File: config.mk
export PLATFORM = sky130hd
export DESIGN_NAME = pwm_channel_gen
export DESIGN_NICKNAME = d
export VERILOG_FILES = /design/src/rtl/pwm_channel_gen.sv
export SDC_FILE = /design/constraint.sdc
export NUM_CORES = 1
export LEC_CHECK = 0
export BUFFER_PORTS_ARGS = -buffer_cell sky130_fd_sc_hd__buf_2
export CAP_MARGIN = 20
export CORE_UTILIZATION = 47
export DETAILED_ROUTE_END_ITERATION = 8
export GPL_TIMING_DRIVEN = 0
export PLACE_DENSITY = 0.87
export SETUP_SLACK_MARGIN = 0.02
export SYNTH_ARGS = -nofsm -noshare
export SYNTH_HDL_FRONTEND = slang
export SYNTH_SLANG_ARGS = --single-unit
File: constraint.sdc
create_clock -name clk -period 1.6 [get_ports clk]
set_input_delay 0.24 -clock clk [delete_from_list [all_inputs] [get_ports clk]]
set_output_delay 0.24 -clock clk [all_outputs]
set_load 0.02 [all_outputs]
File: src/rtl/pwm_channel_gen.sv
// -----------------------------------------------------------------------------
// pwm_channel_gen
//   Sixteen-channel output driver. All channels share one PWM generator:
//   a prescaler feeds an 8-bit period counter. The duty is captured into a
//   shadow register only at the period wrap, so the waveform never glitches
//   when the duty input changes. Each channel is forced low, forced high or
//   follows the shared PWM level, selected by its enable bits.
//
// Ports
//   clk              system clock, all state updates on the rising edge
//   rst_n            asynchronous active-low reset
//   en_reg_out_7_0   output-enable bits, channels 7..0
//   en_reg_out_15_8  output-enable bits, channels 15..8
//   en_reg_pwm_7_0   PWM-mode bits, channels 7..0
//   en_reg_pwm_15_8  PWM-mode bits, channels 15..8
//   pwm_duty_cycle   requested duty (0 = always low, 255 = always high)
//   out              registered channel levels, bit i = channel i
//   period_strobe    registered one-cycle pulse at the start of each period
// -----------------------------------------------------------------------------
module pwm_channel_gen #(
   parameter int unsigned PRESCALE = 13
) (
   input  logic        clk,
   input  logic        rst_n,
   input  logic [7:0]  en_reg_out_7_0,
   input  logic [7:0]  en_reg_out_15_8,
   input  logic [7:0]  en_reg_pwm_7_0,
   input  logic [7:0]  en_reg_pwm_15_8,
   input  logic [7:0]  pwm_duty_cycle,
   output logic [15:0] out,
   output logic        period_strobe
);

   localparam int unsigned PRESC_W = 16;
   localparam int unsigned CNT_W   = 8;
   localparam int unsigned NCH     = 16;

   localparam logic [PRESC_W-1:0] PRESC_MAX = PRESC_W'(PRESCALE - 1);
   localparam logic [CNT_W-1:0]   CNT_MAX   = '1;

   logic [PRESC_W-1:0] presc_cnt_q, presc_cnt_d;
   logic [CNT_W-1:0]   pwm_cnt_q, pwm_cnt_d;
   logic [CNT_W-1:0]   duty_shadow_q, duty_shadow_d;
   logic [NCH-1:0]     out_q, out_d;
   logic               strobe_q, strobe_d;

   logic               tick_c;
   logic               wrap_c;
   logic               pwm_level_c;
   logic [NCH-1:0]     en_out_c;
   logic [NCH-1:0]     en_pwm_c;

   assign en_out_c = {en_reg_out_15_8, en_reg_out_7_0};
   assign en_pwm_c = {en_reg_pwm_15_8, en_reg_pwm_7_0};

   // Counter events: tick advances the PWM counter, wrap closes the period.
   assign tick_c = (presc_cnt_q == PRESC_MAX);
   assign wrap_c = tick_c && (pwm_cnt_q == CNT_MAX);

   // Duty 255 is treated as fully on, otherwise the count 255 slot would be low.
   assign pwm_level_c = (duty_shadow_q == CNT_MAX) || (pwm_cnt_q < duty_shadow_q);

   // Next-state logic for counters, duty shadow and outputs.
   always_comb begin
      presc_cnt_d   = presc_cnt_q;
      pwm_cnt_d     = pwm_cnt_q;
      duty_shadow_d = duty_shadow_q;
      out_d         = '0;
      strobe_d      = 1'b0;

      if (tick_c) begin
         presc_cnt_d = '0;
         pwm_cnt_d   = pwm_cnt_q + CNT_W'(1);
      end else begin
         presc_cnt_d = presc_cnt_q + PRESC_W'(1);
      end

      // Duty is only sampled at the period boundary.
      if (wrap_c) begin
         duty_shadow_d = pwm_duty_cycle;
      end

      // Disabled -> 0, static mode -> 1, PWM mode -> shared level.
      out_d    = en_out_c & (~en_pwm_c | {NCH{pwm_level_c}});
      strobe_d = wrap_c;
   end

   // State registers.
   always_ff @(posedge clk or negedge rst_n) begin
      if (!rst_n) begin
         presc_cnt_q   <= '0;
         pwm_cnt_q     <= '0;
         duty_shadow_q <= '0;
         out_q         <= '0;
         strobe_q      <= 1'b0;
      end else begin
         presc_cnt_q   <= presc_cnt_d;
         pwm_cnt_q     <= pwm_cnt_d;
         duty_shadow_q <= duty_shadow_d;
         out_q         <= out_d;
         strobe_q      <= strobe_d;
      end
   end

   assign out           = out_q;
   assign period_strobe = strobe_q;

endmodule

==> impl_results.md, run 1 <==
* Status: finished, violations left
* Failing checks: negative setup slack
* Worst EP required at 1.80 ns
* Net switching power at 0.000574 W
* Post-Syn Nets at 237
* Cell family with most CP delay: simple AND/OR/NAND/NOR gates
* Netlist cell types at 36
* CP Cell Sequence: inv_2 -> ha_4 -> nor4b_4 -> and4_1 -> buf_6 -> nand3_4 -> mux2_4
* Largest net degree at the start of global routing at 50
* Cell leakage power at 1.57 nW
* Synthesis-to-layout area growth at 44.9%
* Clock latency on the worst-skew pair at 0.32 ns
* Crit Path Max Fanout at 8
* CTS Root Cell: clkbuf_8
* Unrepaired setup endpoints after global routing: true
* Worst-path clk slew at 0.10 ns
* Vias at 1908
* Maximum VDD drop at 705 uV
* Syn Inst Count at 185
* Final setup margin at -0.242 ns
* Syn Area/Cell at 12.3 sq um
* Net Sw Frac at 0.223
* IO buf count at 58
* Post-DP HPWL at 3.03 mm
* Final net count at 332
* Share of cells above drive strength 1 at 0.555
* Maximum buffer depth of the clock tree at 2
* Die footprint at 5110 sq um
* Drt pass-1 iters at 4
* 1st-iter DRT viols at 90
* Final Hold Fails at 0
* Startpoint types: flip-flop
* Fin Clk Skew at 0.0135 ns
* First-pass GRT wire length at 8.55 mm
* Pint at 0.00200 W
* H-Tree Depth at 2
* Crit path kind: flip-flop to flip-flop
* CP Buf/Inv Count at 2
* Setup_tns at -7.19 ns
* Max-cap violations at 0
* Final Setup Violations at 37
* Initial core utilization at 0.504
* Slew of the pin with the lowest slew margin at 0.326 ns
* Initial antenna violation count at 0
* Mapped cell area at 2270 sq um
* Max stage delay on crit path at 0.40 ns
* Vias per inst at 5.73
* #FFs+latches synth at 49
* Most frequent cells in the layout: buf_2, dfrtp_1, buf_4, a21boi_2, xnor2_1
* Worst min path class: input pin to flip-flop
* Global Route Usage Sum at 0.226
* Most common cell after layout, fill and taps aside: buf_2
* Reg power frac at 0.498
* DRT antenna net count at 0
* WP data arrival at 2.04 ns
* Overflow after GRT at 0
* Clock share of power at 0.412
* Comb pwr share at 0.089
* Pwr/cell area at 783 nW/um^2
* Sequential area share after synthesis at 0.540
* Critical-path top delay cell: dfrtp_1
* Fmax at 543 MHz
* WL per Instance at 20.0 um
* Final wirelength at 6.67 mm
* CTS tree: done
* FP Rows at 24
* Fin. max-slew vios at 0
* Clock sinks at 49
* Width of the die at 71.5 um
* Minimum clock period at 1.84 ns
* Synth warn at 0
* Area of the core at 4500 sq um
* Io pins at 59
* Setup crit end kind: flip-flop
* DRC viols at 0
* Worst slew margin at 0.783
* Die Span Y at 71.5 um
* Routability cong. at 0.766
* Worst slack at placement at -0.383 ns
* Vias in the first global route at 1826
* Final Cycle Share at 1.15
* N_diodes at 0
* CTS Buf Count at 5
## registers in the layout, indices dropped and copies added (netlist names)
register / cells
out: 16
duty_shadow_q: 8
pwm_cnt_q: 8
presc_cnt_q: 16
period_strobe: 1
## worst register-to-register path: stages (launching register included)
cell	delay (ns)
dfrtp_1	0.40
inv_2	0.08
ha_4	0.13
nor4b_4	0.21
and4_1	0.27
buf_6	0.12
nand3_4	0.16
mux2_4	0.36
## per-layer routing
metal | wire length, um | GRT usage | up-vias
met5 | 0 | 0 | -
met4 | 343 | 0.163 | 0
met3 | 350 | 0.0436 | 28
met2 | 3390 | 0.365 | 93
met1 | 2590 | 0.271 | 957
li1 | - | - | 830
## power groups by stage
stage	sequential [W]	combinational, W	clock (W)
floorplan	0.00133	0.0000482	0
global placement	0.00131	0.000171	0
detailed placement	0.00131	0.000179	0
CTS	0.00128	0.000202	0.00106
global route	0.00129	0.000246	0.00111
finish	0.00128	0.000230	0.00106
## per-stage QoR
step	utilization	total power [W]	std cells	hold WS [ns]	cell area (sq um)
final	0.731	0.00258	333	0.0727	3290
after global routing	0.731	0.00264	333	0.0728	3290
after CTS	0.681	0.00254	320	0.0750	3070
after detailed placement	0.592	0.00148	295	0.416	2670
after global placement	0.592	0.00148	295	0.414	2670
after floorplan	-	0.00138	185	-0.0556	2310
## area by class of cell
type / instances / area, sq um
clock inverter: 3 / 65.1
inverter: 10 / 37.5
multi-input combinational: 121 / 1180
clock buffer: 5 / 68.8
sequential: 49 / 1230
buffer: 4 / 58.8
tap: 52 / 65.1
timing repair buffer: 89 / 577
fill: 246 / 1210
## kinds of logic after synthesis
| family | synth area share |
|---|---|
| AND/OR/NAND/NOR | 0.152 |
| flip-flops | 0.540 |
| buffers and inverters | 0.0320 |
| adder cells (fa/ha/maj) | 0.0551 |
| XOR/XNOR | 0.0810 |
| AO/OA/AOI/OAI | 0.0821 |
| multiplexers | 0.0579 |
## path summary, 6_finish.rpt
path | depth (start not counted) | from | slack, ns | end
worst max-delay path | 7 | presc_cnt_q[1] | -0.24 | duty_shadow_q[2]
worst min-delay path | 2 | en_reg_pwm_7_0[7] | 0.07 | out[7]
worst max register to register | 7 | presc_cnt_q[1] | -0.24 | duty_shadow_q[2]
worst min register to register | 1 | presc_cnt_q[15] | 0.54 | presc_cnt_q[15]
max in group asynchronous | 3 | rst_n | 0.82 | pwm_cnt_q[2]
min in group asynchronous | 2 | rst_n | 0.28 | out[14]
## Yosys cell counts, drive strengths merged
cell type,n,share of area
nor4b,1,0.0066
buf,3,0.012
nor4,2,0.012
a41o,1,0.0044
and3b,1,0.0039
nand2b,1,0.0028
clkbuf,2,0.0039
o32ai,1,0.0072
xnor2,13,0.050
nor3,4,0.011
and3,3,0.0083
nor2b,1,0.0028
o21ai,1,0.0022
a2111oi,1,0.0066
a21oi,1,0.0022
nand2,8,0.013
nand4,8,0.022
or3,1,0.0028
dfrtp,49,0.54
nand3,11,0.030
nor2,13,0.021
a21o,1,0.0033
and4,4,0.015
o21a,1,0.0033
xor2,8,0.031
ha,10,0.055
mux2,9,0.058
inv,10,0.017
a21boi,16,0.053
## timing repair
item                       in CTS  in global routing
setup buffers                  16                 12
hold endpoints to repair        0                  5
resized for setup              32                 30
hold buffers                    0                  1
pin swaps                      13                  7
setup endpoints to repair      32                 45
gates cloned                    1                  0
(Power assumes the default switching activity.)
==> inputs of run 2 (changes only) <==
Settings changed: CORE_MARGIN set to 3, CTS_BUF_LIST set to sky130_fd_sc_hd__clkbuf_8 sky130_fd_sc_hd__clkbuf_16, GPL_TIMING_DRIVEN 0 to 1.
==> impl_results.md, run 2 (synthesis results as in run 1) <==
* Status: finished, violations left (unchanged)
* Failing checks: negative setup slack (unchanged)
* Hold path cells at 2 (unchanged)
* FP Rows at 24 (unchanged)
* Max-cap violations at 0 (unchanged)
* Final Hold Fails at 0 (unchanged)
* Final Setup Violations at 31 (was 37)
* Io pins at 59 (unchanged)
* Area of the core at 4500 sq um (unchanged)
* Fin Clk Skew at 0.00636 ns (was 0.0135 ns)
* Overflow after GRT at 0 (unchanged)
* Vias in the first global route at 1907 (was 1826)
* Initial core utilization at 0.504 (unchanged)
* Slew of the pin with the lowest slew margin at 0.396 ns (was 0.326 ns)
* Startpoint types: flip-flop (unchanged)
* Drt pass-1 iters at 4 (unchanged)
* WP data arrival at 2.00 ns (was 2.04 ns)
* CTS Root Cell: clkbuf_8 (unchanged)
* Largest net degree at the start of global routing at 50 (unchanged)
* CTS tree: done (unchanged)
* Post-DP HPWL at 3.68 mm (was 3.03 mm)
* Vias per inst at 5.49 (was 5.73)
* 1st-iter DRT viols at 74 (was 90)
* Worst reg-to-reg setup slack at -0.20 ns (was -0.24 ns)
* Cell leakage power at 1.56 nW (was 1.57 nW)
* Final Cycle Share at 1.12 (was 1.15)
* Die footprint at 5700 sq um (was 5110 sq um)
* WL per Instance at 17.1 um (was 20.0 um)
* Vias at 1832 (was 1908)
* First-pass GRT wire length at 8.71 mm (was 8.55 mm)
* Maximum VDD drop at 666 uV (was 705 uV)
* Global Route Usage Sum at 0.206 (was 0.226)
* Clock sinks at 49 (unchanged)
* Width of the die at 75.5 um (was 71.5 um)
* Most frequent cells in the layout: buf_2, dfrtp_1, buf_4, a21boi_1 (was buf_2, dfrtp_1, buf_4, a21boi_2, xnor2_1)
* Minimum clock period at 1.80 ns (was 1.84 ns)
* N_diodes at 0 (unchanged)
* Fmax at 557 MHz (was 543 MHz)
* Worst min path class: input pin to flip-flop (unchanged)
* Worst EP required at 1.80 ns (about the same)
* Worst slew margin at 0.735 (was 0.783)
* Final setup margin at -0.197 ns (was -0.242 ns)
* DRT antenna net count at 0 (unchanged)
* Initial antenna violation count at 0 (unchanged)
* Setup crit end kind: flip-flop (unchanged)
* Routability cong. at 0.849 (was 0.766)
* Die Span Y at 75.5 um (was 71.5 um)
* Hold_ws at 0.0832 ns (was 0.0727 ns)
* Most common cell after layout, fill and taps aside: buf_2 (unchanged)
* Total design power at 0.00238 W (was 0.00258 W)
* H-Tree Depth at 2 (unchanged)
* Crit Path Max Fanout at 8 (unchanged)
* CTS Buf Count at 5 (unchanged)
* Worst reg-to-reg path cell count at 6 (was 7)
* Final wirelength at 5.71 mm (was 6.67 mm)
* Util after Layout at 0.694 (was 0.731)
* Fin. max-slew vios at 0 (unchanged)
* Clock latency on the worst-skew pair at 0.31 ns (was 0.32 ns)
* DRC viols at 0 (unchanged)
* Worst-path clk slew at 0.09 ns (was 0.10 ns)
* Pwr/cell area at 762 nW/um^2 (was 783 nW/um^2)
* Final net count at 333 (was 332)
* Maximum buffer depth of the clock tree at 2 (unchanged)
* Share of cells above drive strength 1 at 0.465 (was 0.555)
* Unrepaired setup endpoints after global routing: true (unchanged)
* Synthesis-to-layout area growth at 37.6% (was 44.9%)
* IO buf count at 58 (unchanged)
* Crit path kind: flip-flop to flip-flop (unchanged)
run 2: stage by stage:
stage / TNS, ns / setup slack (ns) / area (sq um) / instances
2_1_floorplan: -1.80 / -0.112 / 2310 / 185
3_3_place_gp: -1.29 / -0.0901 / 2890 / 323
3_5_place_dp: -2.65 / -0.157 / 2890 / 323
4_1_cts: -1.92 / -0.100 / 3030 / 332
5_1_grt: -5.86 / -0.240 / 3130 / 334
6_report: -3.89 / -0.197 / 3130 / 334
run 2: path summary, 6_finish.rpt:
check / startpoint / to
max: presc_cnt_q[0] / duty_shadow_q[6]
min: en_reg_pwm_15_8[7] / out[15]
max reg2reg: presc_cnt_q[0] / duty_shadow_q[6]
min reg2reg: presc_cnt_q[15] / presc_cnt_q[15]
max in group asynchronous: rst_n / duty_shadow_q[6]
min in group asynchronous: rst_n / presc_cnt_q[12]
run 2: critical path: stages, from the launching register on:
cell	delay (ns)
dfrtp_1	0.40
inv_1	0.09
ha_2	0.17
nor4b_4	0.21
and4_4	0.30
nand3_4	0.17
mux2_4	0.34
run 2: routing by layer:
layer,vias to the layer above,part of all wire,GRT usage,routed length [um]
met1,889,0.39,0.252,2220
met2,85,0.51,0.333,2910
li1,837,-,-,-
met4,0,0.032,0.107,181
met3,21,0.070,0.0567,400
met5,-,0,0,0
run 2: timing repair:
| item | in CTS | in global routing |
|---|---|---|
| endpoints found under the hold margin | 49 | 0 |
| pin swaps | 1 | 11 |
| endpoints found under the setup margin | 31 | 39 |
| buffers inserted | 0 | 2 |
| hold buffers | 1 | 0 |
| gates resized for setup | 11 | 17 |
run 2: area by class of cell:
cell class / count / area [sq um]
fill: 273 / 1380
clock inverter: 3 / 46.3
inverter: 10 / 37.5
multi-input combinational: 121 / 1090
clock buffer: 5 / 68.8
timing repair buffer: 94 / 587
tap: 52 / 65.1
sequential: 49 / 1230
run 2: power breakdown:
group          switching, W  leakage, nW  internal, W
Combinational      0.000104        0.897     0.000103
Clock              0.000429       0.0543     0.000468
Sequential        0.0000116        0.609      0.00127
Total              0.000544         1.56      0.00184
==> inputs of run 3 (changes only) <==
Settings changed: CORE_UTILIZATION 47 to 42, PLACE_DENSITY 0.87 to 0.8.
==> impl_results.md, run 3 (synthesis results as in run 1) <==
* Fin. max-slew vios at 0 (unchanged)
* Initial core utilization at 0.439 (was 0.504)
* Fmax at 577 MHz (was 557 MHz)
* Setup crit end kind: flip-flop (unchanged)
* Slew of the pin with the lowest slew margin at 0.412 ns (was 0.396 ns)
* Post-DP HPWL at 3.54 mm (was 3.68 mm)
* Worst reg-to-reg path cell count at 6 (unchanged)
* Fin Clk Skew at 0.00935 ns (was 0.00636 ns)
* Worst-path clk slew at 0.09 ns (about the same)
* Drt pass-1 iters at 4 (unchanged)
* Die footprint at 6330 sq um (was 5700 sq um)
* Critical-path top delay cell: dfrtp_1 (unchanged)
* Status: finished, violations left (unchanged)
* Most frequent cells in the layout: buf_2, dfrtp_1, buf_4, a21boi_2, xnor2_1 (was buf_2, dfrtp_1, buf_4, a21boi_1)
* Worst slew margin at 0.725 (was 0.735)
* Routability cong. at 0.785 (was 0.849)
* Io pins at 59 (unchanged)
* CP Buf/Inv Count at 1 (unchanged)
* CTS Root Cell: clkbuf_8 (unchanged)
* Hold path cells at 2 (unchanged)
* Maximum buffer depth of the clock tree at 2 (unchanged)
* Vias in the first global route at 1873 (was 1907)
* Width of the die at 79.5 um (was 75.5 um)
* Minimum clock period at 1.73 ns (was 1.80 ns)
* Vias at 1785 (was 1832)
* WP data arrival at 1.92 ns (was 2.00 ns)
* Clock latency on the worst-skew pair at 0.31 ns (about the same)
* First-pass GRT wire length at 8.47 mm (was 8.71 mm)
* Fillers at 338 (was 273)
* Reg power frac at 0.505 (was 0.537)
* Vias per inst at 4.93 (was 5.49)
* Largest net degree at the start of global routing at 33 (was 50)
* IO buf count at 58 (unchanged)
* Global Route Usage Sum at 0.173 (was 0.206)
* Crit path kind: flip-flop to flip-flop (unchanged)
* DRC viols at 0 (unchanged)
* Unrepaired setup endpoints after global routing: true (unchanged)
* Max stage delay on crit path at 0.39 ns (was 0.40 ns)
* Area of the core at 5170 sq um (was 4500 sq um)
* Crit Path Max Fanout at 8 (unchanged)
* Die Span Y at 79.5 um (was 75.5 um)
* Pwr/cell area at 764 nW/um^2 (was 762 nW/um^2)
* Max-cap violations at 0 (unchanged)
* Final setup margin at -0.133 ns (was -0.197 ns)
* Maximum VDD drop at 693 uV (was 666 uV)
* Crit. path cell count at 6 (unchanged)
* CTS Buf Count at 5 (unchanged)
* Final wirelength at 5.39 mm (was 5.71 mm)
* 1st-iter DRT viols at 68 (was 74)
* Initial antenna violation count at 0 (unchanged)
* FP Rows at 26 (was 24)
* WL per Instance at 14.9 um (was 17.1 um)
* DRT antenna net count at 0 (unchanged)
* CP Cell Sequence: inv_1 -> ha_1 -> nor4b_4 -> and4_4 -> nand3_4 -> mux2_4 (was inv_1 -> ha_2 -> nor4b_4 -> and4_4 -> nand3_4 -> mux2_4)
* Most common cell after layout, fill and taps aside: buf_2 (unchanged)
* Clock share of power at 0.407 (was 0.376)
* Net Sw Frac at 0.210 (was 0.228)
* N_diodes at 0 (unchanged)
* Share of cells above drive strength 1 at 0.534 (was 0.465)
* Net switching power at 0.000532 W (was 0.000544 W)
* Startpoint types: flip-flop (unchanged)
* Final Cycle Share at 1.08 (was 1.12)
* Final Hold Fails at 0 (unchanged)
* Pint at 0.00200 W (was 0.00184 W)
* Clock sinks at 49 (unchanged)
* Total design power at 0.00253 W (was 0.00238 W)
* Cell family with most CP delay: simple AND/OR/NAND/NOR gates (unchanged)
* Cell leakage power at 1.64 nW (was 1.56 nW)
* Hold_ws at 0.0910 ns (was 0.0832 ns)
* Synthesis-to-layout area growth at 46.2% (was 37.6%)
* Comb pwr share at 0.088 (was 0.087)
* Final net count at 343 (was 333)
* Final Setup Violations at 26 (was 31)
* Overflow after GRT at 0 (unchanged)
* Failing checks: negative setup slack (unchanged)
* Worst EP required at 1.79 ns (was 1.80 ns)
* Worst min path class: input pin to flip-flop (unchanged)
* CTS tree: done (unchanged)
* H-Tree Depth at 2 (unchanged)
run 3: final cells by class:
class,instances,area [sq um],share of cell area
flip-flops and latches,49,1230,0.369
repair buffers,104,669,0.202
multi-input cells,121,1160,0.351
inverters,10,37.5,0.0113
clock inverters,3,65.1,0.0196
well taps,70,87.6,0.0264
clock buffers,5,68.8,0.0207
run 3: power groups by stage:
stage / sequential (W) / clock, W / combinational (W)
2_1_floorplan: 0.00133 / 0 / 0.0000482
3_3_place_gp: 0.00130 / 0 / 0.000192
3_5_place_dp: 0.00130 / 0 / 0.000198
4_1_cts: 0.00128 / 0.00104 / 0.000210
5_1_grt: 0.00128 / 0.00109 / 0.000245
6_report: 0.00128 / 0.00103 / 0.000222
run 3: worst register-to-register path, stage by stage (launching register included):
cell and delay, ns:
dfrtp_1 0.39, inv_1 0.06, ha_1 0.14, nor4b_4 0.20
and4_4 0.29, nand3_4 0.17, mux2_4 0.35
run 3: final timing paths:
check,slack (ns),startpoint,to
setup / recovery,-0.13,presc_cnt_q[0],duty_shadow_q[2]
hold / removal,0.09,en_reg_pwm_7_0[5],out[5]
setup reg to reg,-0.13,presc_cnt_q[0],duty_shadow_q[2]
hold reg to reg,0.50,presc_cnt_q[15],presc_cnt_q[15]
max in group asynchronous,0.67,rst_n,duty_shadow_q[5]
min in group asynchronous,0.41,rst_n,out[6]
run 3: repair_timing:
| action | in CTS | in global routing |
|---|---|---|
| buffers inserted | 6 | 5 |
| gates resized for setup | 24 | 24 |
| setup endpoints to repair | 31 | 39 |
| gates cloned | 1 | 0 |
| hold buffers | 1 | 0 |
| hold endpoints to repair | 17 | 0 |
| pin swaps | 11 | 10 |
run 3: metrics by stage:
step                      cells  utilization  worst slack, ns  setup TNS, ns  area [sq um]
after floorplan             185            -           -0.112          -1.80          2310
final                       362        0.642           -0.133          -2.55          3320
after CTS                   357        0.612           -0.125          -2.70          3160
after global routing        362        0.642           -0.198          -4.50          3320
after global placement      341        0.562          -0.0940          -1.88          2910
after detailed placement    341        0.562           -0.152          -3.03          2910
run 3: layer usage:
metal,global-route usage,share of wire
met5,0,0
met4,0.0790,0.020
met3,0.0203,0.055
met2,0.286,0.51
met1,0.228,0.42
